--- src/rtl/uart_rx_fsm.sv ---
// uart_rx_fsm
//   UART receive state machine. Synchronises the serial line, qualifies the
//   start bit at mid-bit, samples 5..8 data bits LSB first, an optional parity
//   bit and one or two stop bits, then delivers the byte and error pulses.
//
// Parameters
//   OVERSAMPLE   baud_tick pulses per bit period (power of 2, >= 8)
//   SYNC_STAGES  depth of the rx_in synchroniser (>= 2)
//
// Ports
//   PCLK              system clock, rising edge
//   PRESET            asynchronous active-high reset
//   baud_tick         one-PCLK enable, OVERSAMPLE per bit period
//   RXen              receiver enable; low forces IDLE
//   rx_in             asynchronous serial line, idle high
//   number_data_trans data bits per frame (clamped to 5..8)
//   parity_bit_mode   parity bit present
//   parity_odd        odd parity when 1, even when 0
//   stop_bit_twice    two stop bits checked
//   rx_fifo_full      RX FIFO cannot accept a write
//   rx_data           last received byte, zero-extended above N bits
//   ctrl_rx_buffer    one-cycle RX FIFO write strobe
//   bit_count         data bits sampled in the current frame
//   busy              FSM not in IDLE or WAIT_HIGH
//   done_rx           one-cycle frame-complete pulse
//   parity_error      one-cycle pulse with done_rx
//   framing_error     one-cycle pulse with done_rx
//   overrun_error     one-cycle pulse with done_rx
module uart_rx_fsm #(
  parameter int OVERSAMPLE  = 16,
  parameter int SYNC_STAGES = 2
) (
  input  logic       PCLK,
  input  logic       PRESET,
  input  logic       baud_tick,
  input  logic       RXen,
  input  logic       rx_in,
  input  logic [3:0] number_data_trans,
  input  logic       parity_bit_mode,
  input  logic       parity_odd,
  input  logic       stop_bit_twice,
  input  logic       rx_fifo_full,
  output logic [7:0] rx_data,
  output logic       ctrl_rx_buffer,
  output logic [3:0] bit_count,
  output logic       busy,
  output logic       done_rx,
  output logic       parity_error,
  output logic       framing_error,
  output logic       overrun_error
);

  localparam int TW = $clog2(OVERSAMPLE);
  localparam logic [TW-1:0] HALF_LAST = TW'(OVERSAMPLE / 2 - 1);
  localparam logic [TW-1:0] FULL_LAST = TW'(OVERSAMPLE - 1);

  localparam logic [2:0] S_IDLE      = 3'd0;
  localparam logic [2:0] S_START     = 3'd1;
  localparam logic [2:0] S_DATA      = 3'd2;
  localparam logic [2:0] S_PARITY    = 3'd3;
  localparam logic [2:0] S_STOP_0    = 3'd4;
  localparam logic [2:0] S_STOP_1    = 3'd5;
  localparam logic [2:0] S_FINISH    = 3'd6;
  localparam logic [2:0] S_WAIT_HIGH = 3'd7;

  logic [SYNC_STAGES-1:0] sync_q;
  logic                   rx_s;
  logic [2:0]             state;
  logic [TW-1:0]          tick_cnt;
  logic [7:0]             shreg;
  logic [3:0]             n_cfg;
  logic [3:0]             n_lat;
  logic                   par_en_lat;
  logic                   par_odd_lat;
  logic                   stop2_lat;
  logic                   perr;
  logic                   ferr;
  logic                   timing;
  logic                   sample;

  // Synchroniser: the line idles high, so the chain resets to 1
  always_ff @(posedge PCLK or posedge PRESET) begin
    if (PRESET) sync_q <= '1;
    else        sync_q <= {sync_q[SYNC_STAGES-2:0], rx_in};
  end

  assign rx_s = sync_q[SYNC_STAGES-1];

  always_comb begin
    n_cfg = number_data_trans;
    if (number_data_trans < 4'd5)      n_cfg = 4'd5;
    else if (number_data_trans > 4'd8) n_cfg = 4'd8;
  end

  // START samples half a bit after the falling edge; every later sample is a
  // full bit after the previous one, which lands it at mid-bit.
  always_comb begin
    timing = (state == S_START) || (state == S_DATA) || (state == S_PARITY) ||
             (state == S_STOP_0) || (state == S_STOP_1);
    sample = timing && baud_tick &&
             (tick_cnt == ((state == S_START) ? HALF_LAST : FULL_LAST));
  end

  assign busy = (state != S_IDLE) && (state != S_WAIT_HIGH);

  // Frame FSM and output pulses
  always_ff @(posedge PCLK or posedge PRESET) begin
    if (PRESET) begin
      state          <= S_IDLE;
      tick_cnt       <= '0;
      bit_count      <= '0;
      shreg          <= '0;
      rx_data        <= '0;
      n_lat          <= 4'd8;
      par_en_lat     <= 1'b0;
      par_odd_lat    <= 1'b0;
      stop2_lat      <= 1'b0;
      perr           <= 1'b0;
      ferr           <= 1'b0;
      done_rx        <= 1'b0;
      ctrl_rx_buffer <= 1'b0;
      parity_error   <= 1'b0;
      framing_error  <= 1'b0;
      overrun_error  <= 1'b0;
    end else begin
      done_rx        <= 1'b0;
      ctrl_rx_buffer <= 1'b0;
      parity_error   <= 1'b0;
      framing_error  <= 1'b0;
      overrun_error  <= 1'b0;
      if (!RXen) begin
        state     <= S_IDLE;
        tick_cnt  <= '0;
        bit_count <= '0;
      end else begin
        if (timing && baud_tick)
          tick_cnt <= sample ? '0 : tick_cnt + TW'(1);
        case (state)
          S_IDLE: begin
            tick_cnt <= '0;
            if (!rx_s) begin
              state       <= S_START;
              bit_count   <= '0;
              // shreg cleared so bits above N read back as zero
              shreg       <= '0;
              perr        <= 1'b0;
              ferr        <= 1'b0;
              n_lat       <= n_cfg;
              par_en_lat  <= parity_bit_mode;
              par_odd_lat <= parity_odd;
              stop2_lat   <= stop_bit_twice;
            end
          end
          S_START: begin
            if (sample) state <= rx_s ? S_IDLE : S_DATA;
          end
          S_DATA: begin
            if (sample) begin
              shreg[bit_count[2:0]] <= rx_s;
              bit_count             <= bit_count + 4'd1;
              if (bit_count + 4'd1 == n_lat)
                state <= par_en_lat ? S_PARITY : S_STOP_0;
            end
          end
          S_PARITY: begin
            if (sample) begin
              perr  <= ((^shreg) ^ rx_s) != par_odd_lat;
              state <= S_STOP_0;
            end
          end
          S_STOP_0: begin
            if (sample) begin
              if (!rx_s) ferr <= 1'b1;
              state <= stop2_lat ? S_STOP_1 : S_FINISH;
            end
          end
          S_STOP_1: begin
            if (sample) begin
              if (!rx_s) ferr <= 1'b1;
              state <= S_FINISH;
            end
          end
          S_FINISH: begin
            rx_data        <= shreg;
            done_rx        <= 1'b1;
            parity_error   <= perr;
            framing_error  <= ferr;
            ctrl_rx_buffer <= !rx_fifo_full;
            overrun_error  <= rx_fifo_full;
            // A low stop bit may be a break; wait for the line to recover
            state          <= ferr ? S_WAIT_HIGH : S_IDLE;
          end
          default: begin
            if (rx_s) state <= S_IDLE;
          end
        endcase
      end
    end
  end

endmodule

--- config.mk ---
export PLATFORM = sky130hd
export DESIGN_NAME = uart_rx_fsm
export DESIGN_NICKNAME = d
export VERILOG_FILES = /design/src/rtl/uart_rx_fsm.sv
export SDC_FILE = /design/constraint.sdc
export NUM_CORES = 1
export LEC_CHECK = 0
export CAP_MARGIN = 20
export CORE_ASPECT_RATIO = 1.1
export CORE_MARGIN = 2
export CORE_UTILIZATION = 45
export DETAILED_ROUTE_END_ITERATION = 8
export PLACE_DENSITY_LB_ADDON = 0.3
export SLEW_MARGIN = 30
export SYNTH_ARGS = -nofsm -noshare
export SYNTH_HDL_FRONTEND = slang
export SYNTH_SLANG_ARGS = --single-unit
--- constraint.sdc ---
create_clock -name PCLK -period 2.8 [get_ports PCLK]
set_input_delay 0.56 -clock PCLK [delete_from_list [all_inputs] [get_ports PCLK]]
set_output_delay 0.56 -clock PCLK [all_outputs]
set_load 0.005 [all_outputs]
# Word-level counts from Yosys, hierarchy flattened
# Index checks and enable logic that the tools add are counted.
dict set report word_totals {
  elab_cells 120
  in_bits 13
  out_inout_bits 18
  ff_bits 43
}
dict set report classes {
  n_lt_le_gt_ge 4
  reduce_logical 23
  n_bitwise 2
  eq_ne 25
  add_sub_neg 2
  mux 47
}
# operator n
set op_table {}
lappend op_table {{2-to-1 mux 4 bit} 10}
lappend op_table {{2-to-1 mux 3 bit} 11}
lappend op_table {{inequality test 3 bit, second input constant} 7}
lappend op_table {{one-hot mux 3 bit (7 select lines)} 1}
lappend op_table {{2-to-1 mux 8 bit} 2}
lappend op_table {{one-hot mux 8 bit (2 select lines)} 1}
lappend op_table {{2-to-1 mux 1 bit} 15}
lappend op_table {{== test 3 bit, second input constant} 3}
lappend op_table {{inequality test 9 x 1 -> 1 bit, second input constant} 1}
lappend op_table {{adder 4 x 1 -> 4 bit, second input constant} 2}
lappend op_table {{bitwise mux 8 bit} 1}
lappend op_table {{== test 4 bit} 2}
lappend op_table {{inequality test 2 bit, second input constant} 4}
lappend op_table {{one-hot mux 4 bit (2 select lines)} 1}
lappend op_table {{AND reduction 4 bit} 2}
lappend op_table {{AND reduction 8 bit} 1}
lappend op_table {{XOR reduction 8 bit} 1}
lappend op_table {{== test 3 x 2 -> 1 bit, second input constant} 2}
lappend op_table {{inequality test 3 x 1 -> 1 bit, second input constant} 2}
lappend op_table {{AND reduction 3 bit} 2}
lappend op_table {{nonzero test 2 bit} 3}
lappend op_table {{AND reduction 5 bit} 1}
lappend op_table {{> comparator 4 bit, second input constant} 1}
lappend op_table {{logical AND 1 bit} 4}
lappend op_table {{other kinds (18)} 23}

# Depth between registers and ports, before layout
# Gate-level depths: netlist (run 1).
dict set report depth {
  ltp_word 11
  ltp_mapped 8
  mapped_depth_nobuf 6
}

# Worst setup path before layout (run 1)
# OpenSTA, ideal clock, no wires.
dict set report synth_timing {
  kind {register to register}
  startpoint {register state[1]}
  endpoint {register state[2]}
  path_buffers 0
  setup_ps 128
  slack_ps 749
  period_less_slack_ps 2051
  stages_incl_launch_ff 6
  required_time_ps 2672
  arrival_time_ps 1923
  path_cell_list {dfrtp_1 or4b_4 a221oi_4 and4_1 a21oi_1 mux2_1}
}
dict set report synth_between {
  elab_chain_cells 9
  elab_cells_between_ends 26
  classes_between {eq/ne (15); mux (3); reduce/logical (8)}
}
# item line
set synth_rtl {}
lappend synth_rtl {{from (decl)} 68} ;# logic [2:0] state;
lappend synth_rtl {{from (signal assigned)} 155} ;# if (sample) state <= rx_s ? S_IDLE : S_DATA;
lappend synth_rtl {{from (signal assigned)} 162} ;# state <= par_en_lat ? S_PARITY : S_STOP_0;
lappend synth_rtl {{from (signal assigned)} 174} ;# state <= stop2_lat ? S_STOP_1 : S_FINISH;
lappend synth_rtl {{== test 3 x 1 -> 1 bit or == test 3 x 2 -> 1 bit (tied branches)} {98, 101, 138}}
lappend synth_rtl {{logical OR 1 bit (3 in a row)} 98} ;# timing = (state == S_START) || (state == S_DATA) || (state == S_PARITY) ||
lappend synth_rtl {{logical OR 1 bit} 99} ;# (state == S_STOP_0) || (state == S_STOP_1);
lappend synth_rtl {{logical AND 1 bit (2 in a row)} 100} ;# sample = timing && baud_tick &&
lappend synth_rtl {{inequality test 3 bit (no source line)} n/a}
lappend synth_rtl {{AND reduction 8 bit (no source line)} n/a}
# Parallel ways exist; a longest one is shown, timed or not.
# A chain may end at the register's enable or synchronous reset.

# Worst setup path after layout (run 1)
dict set report layout_timing {
  startpoint {register state[0]}
  endpoint {register state[2]}
}
# Same word-level chain as after synthesis.

==> results of run 1 <==
final timing paths:
path | startpoint | end | slack [ns] | cells after the start
worst max register to register | state[0] | state[2] | 0.46 | 5
min in group asynchronous | PRESET | ctrl_rx_buffer | 0.70 | 3
max in group asynchronous | PRESET | n_lat[3] | 1.71 | 3
worst min-delay path | sync_q[0] | sync_q[1] | 0.36 | 0
worst max-delay path | state[0] | state[2] | 0.46 | 5
worst min register to register | sync_q[0] | sync_q[1] | 0.36 | 0
synthesized netlist by cell type, drive strengths merged, types with 2 or more instances:
| cell | count | area (um^2) |
|---|---|---|
| o31ai | 4 | 30.0 |
| xnor2 | 12 | 105 |
| and4 | 2 | 17.5 |
| and2 | 3 | 18.8 |
| xor2 | 5 | 43.8 |
| o21ai | 12 | 60.1 |
| nor3b | 2 | 20.0 |
| o211ai | 2 | 15.0 |
| nand3 | 9 | 45.0 |
| or4 | 2 | 15.0 |
| mux2 | 6 | 67.6 |
| nand2 | 48 | 180 |
| dfstp | 3 | 78.8 |
| dfrtp | 40 | 1000 |
| inv | 5 | 18.8 |
| nor2 | 12 | 45.0 |
| mux2i | 8 | 80.1 |
| ha | 2 | 25.0 |
| a21oi | 10 | 50.1 |
| nor2b | 4 | 25.0 |
| nand3b | 3 | 26.3 |
| clkbuf | 10 | 37.5 |
| nor3 | 4 | 20.0 |
per-layer routing:
| layer | GRT usage, % | wire [um] | share of wire (%) |
|---|---|---|---|
| met4 | 5.19 | 41 | 0.97 |
| met5 | 0 | 0 | 0 |
| met3 | 3.55 | 120 | 2.8 |
| met2 | 28.3 | 2150 | 51 |
| met1 | 21.7 | 1910 | 45 |
power breakdown:
part | total, uW | switching (uW) | internal (uW)
Sequential | 772 | 70.1 | 702
Combinational | 533 | 283 | 250
Clock | 495 | 206 | 289
flip-flops by register name, indices dropped and copies added, names as in the netlist, 2 cells and up:
signal and count:
sync_q 2, rx_data 8, n_lat 4, bit_count 4
tick_cnt 4, state 3, shreg 8
layout make-up:
type                            count  share of cell area (%)
Clock buffer                        6                    3.11
Timing Repair Buffer               35                    12.7
Inverter                            6                   0.849
Clock inverter                      2                    1.32
Sequential cell                    43                    40.7
Multi-Input combinational cell    163                    38.6
Tap cell                           56                    2.64
metrics by stage:
stage / setup WS (ns) / instance area [um^2] / hold slack (ns) / utilization (%) / cells
after global routing: 0.317 / 2650 / 0.362 / 57.0 / 311
final: 0.458 / 2650 / 0.356 / 57.0 / 311
after detailed placement: 0.273 / 2530 / 0.348 / 54.5 / 303
after global placement: 0.348 / 2530 / 0.346 / 54.5 / 303
after floorplan: 0.749 / 2170 / 0.345 / - / 223
after CTS: 0.475 / 2650 / 0.358 / 57.0 / 311
cell families (layout without fill, tap and decap cells):
family | count (synthesis) | after routing
AND/OR/NAND/NOR | 94 | 94
flip-flops | 43 | 43
AO/OA/AOI/OAI | 36 | 36
XOR/XNOR | 17 | 17
buffers and inverters | 17 | 49
multiplexers | 14 | 14
adder cells (fa/ha/maj) | 2 | 2
==> flow_metrics.env, run 1 <==
export IMPL_layout_common_cells="nand2_1, dfrtp_1, clkdlybuf4s50_1"
export IMPL_cts_root_buf="clkbuf_8"
export IMPL_cts_sinks=43
export IMPL_cts_tree="built"
export IMPL_path_class="flip-flop to flip-flop"
export IMPL_status="finished, final reports clean"
export IMPL_synth_seq_cells=43
export IMPL_arrival_ns=2.52
export IMPL_htreeDepth=2
export IMPL_fin_tns_setup_ns=0
export IMPL_hold_violations=0
export IMPL_wl_um=4210
export IMPL_regArea_mm2=0.00108
export IMPL_endpoint_kind="flip-flop"
export IMPL_synth_ff_type="dfrtp_1"
export IMPL_slew_headroom_pct=58.0
export IMPL_crit_family="simple AND/OR/NAND/NOR gates"
export IMPL_ys_seq_area_share_pct=49.8
export IMPL_syn_num_nets=238
export IMPL_multi_input_area_mm2=0.00102
export IMPL_total_power_uw=1800
export IMPL_final_common_cell="nand2_1"
export IMPL_rsz0062_at_grt="no"
export IMPL_clk_pin_slew_ns=0.08
export IMPL_antenna_cells=0
export IMPL_gp_congestion=0.780
export IMPL_initial_core_util_pct=46.6
export IMPL_num_fill_cells=422
export IMPL_report_final_slew_viol_count=0
export IMPL_dp_hpwl_um=2880
export IMPL_drtPass1Iterations=4
export IMPL_synth_top_family_by_area="simple AND/OR/NAND/NOR gates"
export IMPL_final_setup_viol_count=0
export IMPL_die_w_um=70.2
export IMPL_cp_required_ns=2.98
export IMPL_num_vias=1663
export IMPL_ir_worst_vdd_v=0.000389
export IMPL_die_area_mm2=0.00539
export IMPL_drt_initial_drc_count=156
export IMPL_worst_pin_slew_ns=0.625
export IMPL_syn2layout_area_growth_pct=22.3
export IMPL_grt_pass1_wl_um=7380
export IMPL_synth_compound_area_share_pct=11.2
export IMPL_yosys_warnings=0
export IMPL_worst_clock_skew_ns=0.0127
export IMPL_critical_path_buf_inv_count=0
export IMPL_io_pins=31
export IMPL_async_flop_share_pct=100
export IMPL_antenna_found_initial=0
export IMPL_fp_row_count=26
export IMPL_synth_distinct_cells=41
export IMPL_synth_fa_ha_area_share_pct=1.15
export IMPL_cts_hold_buf=0
export IMPL_routedWlPerCell_um=13.5
export IMPL_cts_resized_gates=0
export IMPL_die_y_um=76.8
export IMPL_first_global_vias=1602
export IMPL_numCtsBuffers=5
export IMPL_cp_max_fo=14
export IMPL_drc=0
export IMPL_overflow=0
export IMPL_finalCriticalPeriod_ns=2.34
export IMPL_slowest_delay_ns=0.61
export IMPL_drt_antenna_violating_nets=0
export IMPL_powerDensity_mw_per_mm2=678
export IMPL_synthSimpleGateAreaFrac_pct=21.2
export IMPL_drive_gt1_share_pct=9.80
export IMPL_cts_setup_buffers=0
export IMPL_layout_nets=269
export IMPL_synth_xor_area_share_pct=6.87
export IMPL_max_freq_ghz=0.427
export IMPL_max_cap_violations=0
export IMPL_synth_avg_cell_area_um2=9.72
export IMPL_core_area_mm2=0.00465
export IMPL_clock_latency_ns=0.29
export IMPL_syn_inst=223
export IMPL_synth_edff_count=0
export IMPL_min_path_type="flip-flop to flip-flop"
export IMPL_synth_area_mux_share_pct=6.81
export IMPL_startpoint_type="flip-flop"
export IMPL_crit_chain="or4b_4, a221oi_4, and4_1, a21oi_1, mux2_1"
export IMPL_slowest_stage="dfrtp_1"
export IMPL_clockBufferDepth=2
export IMPL_grt_usage_pct=16.8
export IMPL_io_buffers=30
export IMPL_p_leak_uw=0.00117
export IMPL_grt_max_degree=44
export IMPL_layout_worst_path_cycle_share_pct=83.6
export IMPL_via_per_inst=5.35
export IMPL_syn_area_mm2=0.00217
Power figures use the tool's default switching activity.
==> inputs of run 2 (changes only) <==
clock period = 1.9 ns   (was 2.8 ns; I/O delays follow)
==> run 2 against run 1 <==
Net effect:
- clock skew fell by 0.0048 ns
- cell count rose by 6.1%
- largest cell class is now multi-input gates
- largest power group unchanged
- routed wire length rose by 5.7%
- critical endpoint is now shreg[6]
- non-clock buffer count rose by 19
- count of clock-buffer cells in the layout fell by 1
- register-to-register slack got worse by 0.56 ns
- sequential power rose by 44%
- the flow now finishes with violations (setup timing)
- die area did not move
- combinational power rose by 83%
- setup slack got worse by 0.56 ns
==> flow_metrics.env, run 2 (synthesized netlist as in run 1, its figures left out) <==
export IMPL_status="finished with violations"
export IMPL_cts_root_buf="clkbuf_8"
export IMPL_postLayoutCellArea_mm2=0.00291
export IMPL_worst_pin_slew_ns=0.370
export IMPL_max_freq_ghz=0.499
export IMPL_endpoint_kind="flip-flop"
export IMPL_startpoint_type="flip-flop"
export IMPL_layout_worst_path_cycle_share_pct=106
export IMPL_min_from="sync_q[0]"
export IMPL_worst_clock_skew_ns=0.00788
export IMPL_overflow=0
export IMPL_finalCriticalPeriod_ns=2.00
export IMPL_num_fill_cells=413
export IMPL_routedWlPerCell_um=13.5
export IMPL_dp_hpwl_um=3060
export IMPL_final_setup_viol_count=10
export IMPL_fp_row_count=26
export IMPL_min_path_type="flip-flop to flip-flop"
export IMPL_violations="setup timing"
export IMPL_fin_tns_setup_ns=-0.568
export IMPL_place_area_mm2=0.00270
export IMPL_die_area_mm2=0.00539
export IMPL_report_final_slew_viol_count=0
export IMPL_clock_latency_ns=0.30
export IMPL_rsz0062_at_grt="yes"
export IMPL_final_common_cell="nand2_1"
export IMPL_via_per_inst=5.22
export IMPL_hold_path_end="sync_q[1]"
export IMPL_first_global_vias=1692
export IMPL_r2r_setup_slack_ns=-0.10
export IMPL_cp_max_fo=6
export IMPL_die_w_um=70.2
export IMPL_io_buffers=30
export IMPL_clk_pin_slew_ns=0.08
export IMPL_cts_sinks=43
export IMPL_final_cells=330
export IMPL_htreeDepth=2
export IMPL_io_pins=31
export IMPL_reg2reg_depth=7
export IMPL_path_class="flip-flop to flip-flop"
export IMPL_powerDensity_mw_per_mm2=962
export IMPL_min_path_cells=0
export IMPL_num_vias=1723
export IMPL_die_y_um=76.8
export IMPL_max_cap_violations=0
export IMPL_worst_slack_ns=-0.105
export IMPL_syn2layout_area_growth_pct=34.2
export IMPL_grt_pass1_wl_um=7700
export IMPL_cts_tree="built"
export IMPL_reg_top3="rx_data (8), shreg (8)"
export IMPL_antenna_found_initial=0
export IMPL_r2r_start="tick_cnt[3]"
export IMPL_drive_gt1_share_pct=21.9
export IMPL_antenna_cells=0
export IMPL_clockBufferDepth=2
export IMPL_slew_headroom_pct=75.1
export IMPL_grt_usage_pct=18.2
export IMPL_hold_violations=0
export IMPL_core_area_mm2=0.00465
export IMPL_dp_cells=320
export IMPL_cts_hold_buf=0
export IMPL_gp_congestion=0.809
export IMPL_layout_nets=288
export IMPL_p_leak_uw=0.00132
export IMPL_arrival_ns=2.19
export IMPL_numCtsBuffers=5
export IMPL_regArea_mm2=0.00108
export IMPL_ir_worst_vdd_v=0.000508
export IMPL_initial_core_util_pct=46.6
export IMPL_drt_antenna_violating_nets=0
export IMPL_grt_max_degree=44
export IMPL_cp_required_ns=2.09
export IMPL_timing_rr_end="shreg[6]"
export IMPL_drc=0
export IMPL_drtPass1Iterations=4
export IMPL_layout_common_cells="nand2_1, dfrtp_1, clkdlybuf4s50_1, buf_4"
export IMPL_multi_input_area_mm2=0.00111
export IMPL_drt_initial_drc_count=143
export IMPL_wl_um=4450
==> run 2: changes by cell type in the layout (fill, tap and decap cells not counted), sizes merged <==
cell / before / now
clkinv: 2 / 3
buf: 5 / 24
clkbuf: 6 / 5
clkdlybuf4s50: 30 / 29
dlygate4sd2: 0 / 1
==> run 2: routing by layer <==
| metal | track usage, % | part of all wire (%) | up-vias | wire length [um] |
|---|---|---|---|---|
| li1 | - | - | 863 | - |
| met1 | 23.2 | 44 | 836 | 1960 |
| met2 | 29.4 | 51 | 18 | 2290 |
| met3 | 4.34 | 2.7 | 6 | 119 |
| met4 | 8.08 | 1.9 | 0 | 84 |
| met5 | 0 | 0 | - | 0 |
==> run 2: how the worst max path moves through the flow <==
| stage | startpoint | endpoint | cells after the start |
|---|---|---|---|
| after detailed placement | baud_tick | state[2] | 6 |
| after floorplan | state[1] | state[2] | 5 |
| after global placement | baud_tick | state[2] | 6 |
| final | tick_cnt[3] | shreg[6] | 7 |
| after global routing | tick_cnt[3] | shreg[6] | 7 |
| after CTS | state[1] | shreg[6] | 7 |
==> run 2: report_power, final <==
group          total (uW)  internal [uW]  switching, uW
Clock                 715            391            323
Combinational         974            471            503
Sequential           1110           1040           74.2
Total                2800           1900            900
==> run 2: layout make-up <==
cell class,instances,area share (%)
Clock buffer,5,2.37
Clock inverter,3,1.51
Inverter,6,0.774
Multi-Input combinational cell,163,38.1
Sequential cell,43,37.2
Tap cell,56,2.41
Timing Repair Buffer,54,17.7
==> run 2: metrics by stage <==
stage | setup slack (ns) | power [uW] | util [%] | hold slack (ns)
5_1_grt | -0.207 | 2990 | 62.5 | 0.364
2_1_floorplan | -0.139 | 1720 | - | 0.345
4_1_cts | -0.112 | 2820 | 61.8 | 0.358
6_report | -0.105 | 2800 | 62.5 | 0.359
3_5_place_dp | -0.194 | 2040 | 58.0 | 0.347
3_3_place_gp | -0.180 | 2020 | 58.0 | 0.345
==> run 2: critical path: stages, from the launching register on <==
cell and delay [ns]:
dfrtp_1 0.39, or4b_4 0.55, a221oi_4 0.29, buf_6 0.15
nand3b_4 0.11, buf_6 0.14, o211ai_1 0.17, o31ai_1 0.09
==> run 2: timing repair <==
action                                  4_1_cts  5_1_grt
pin swaps                                     5        6
endpoints found under the setup margin       12       14
buffers inserted                              3        1
resized for setup                            12       12
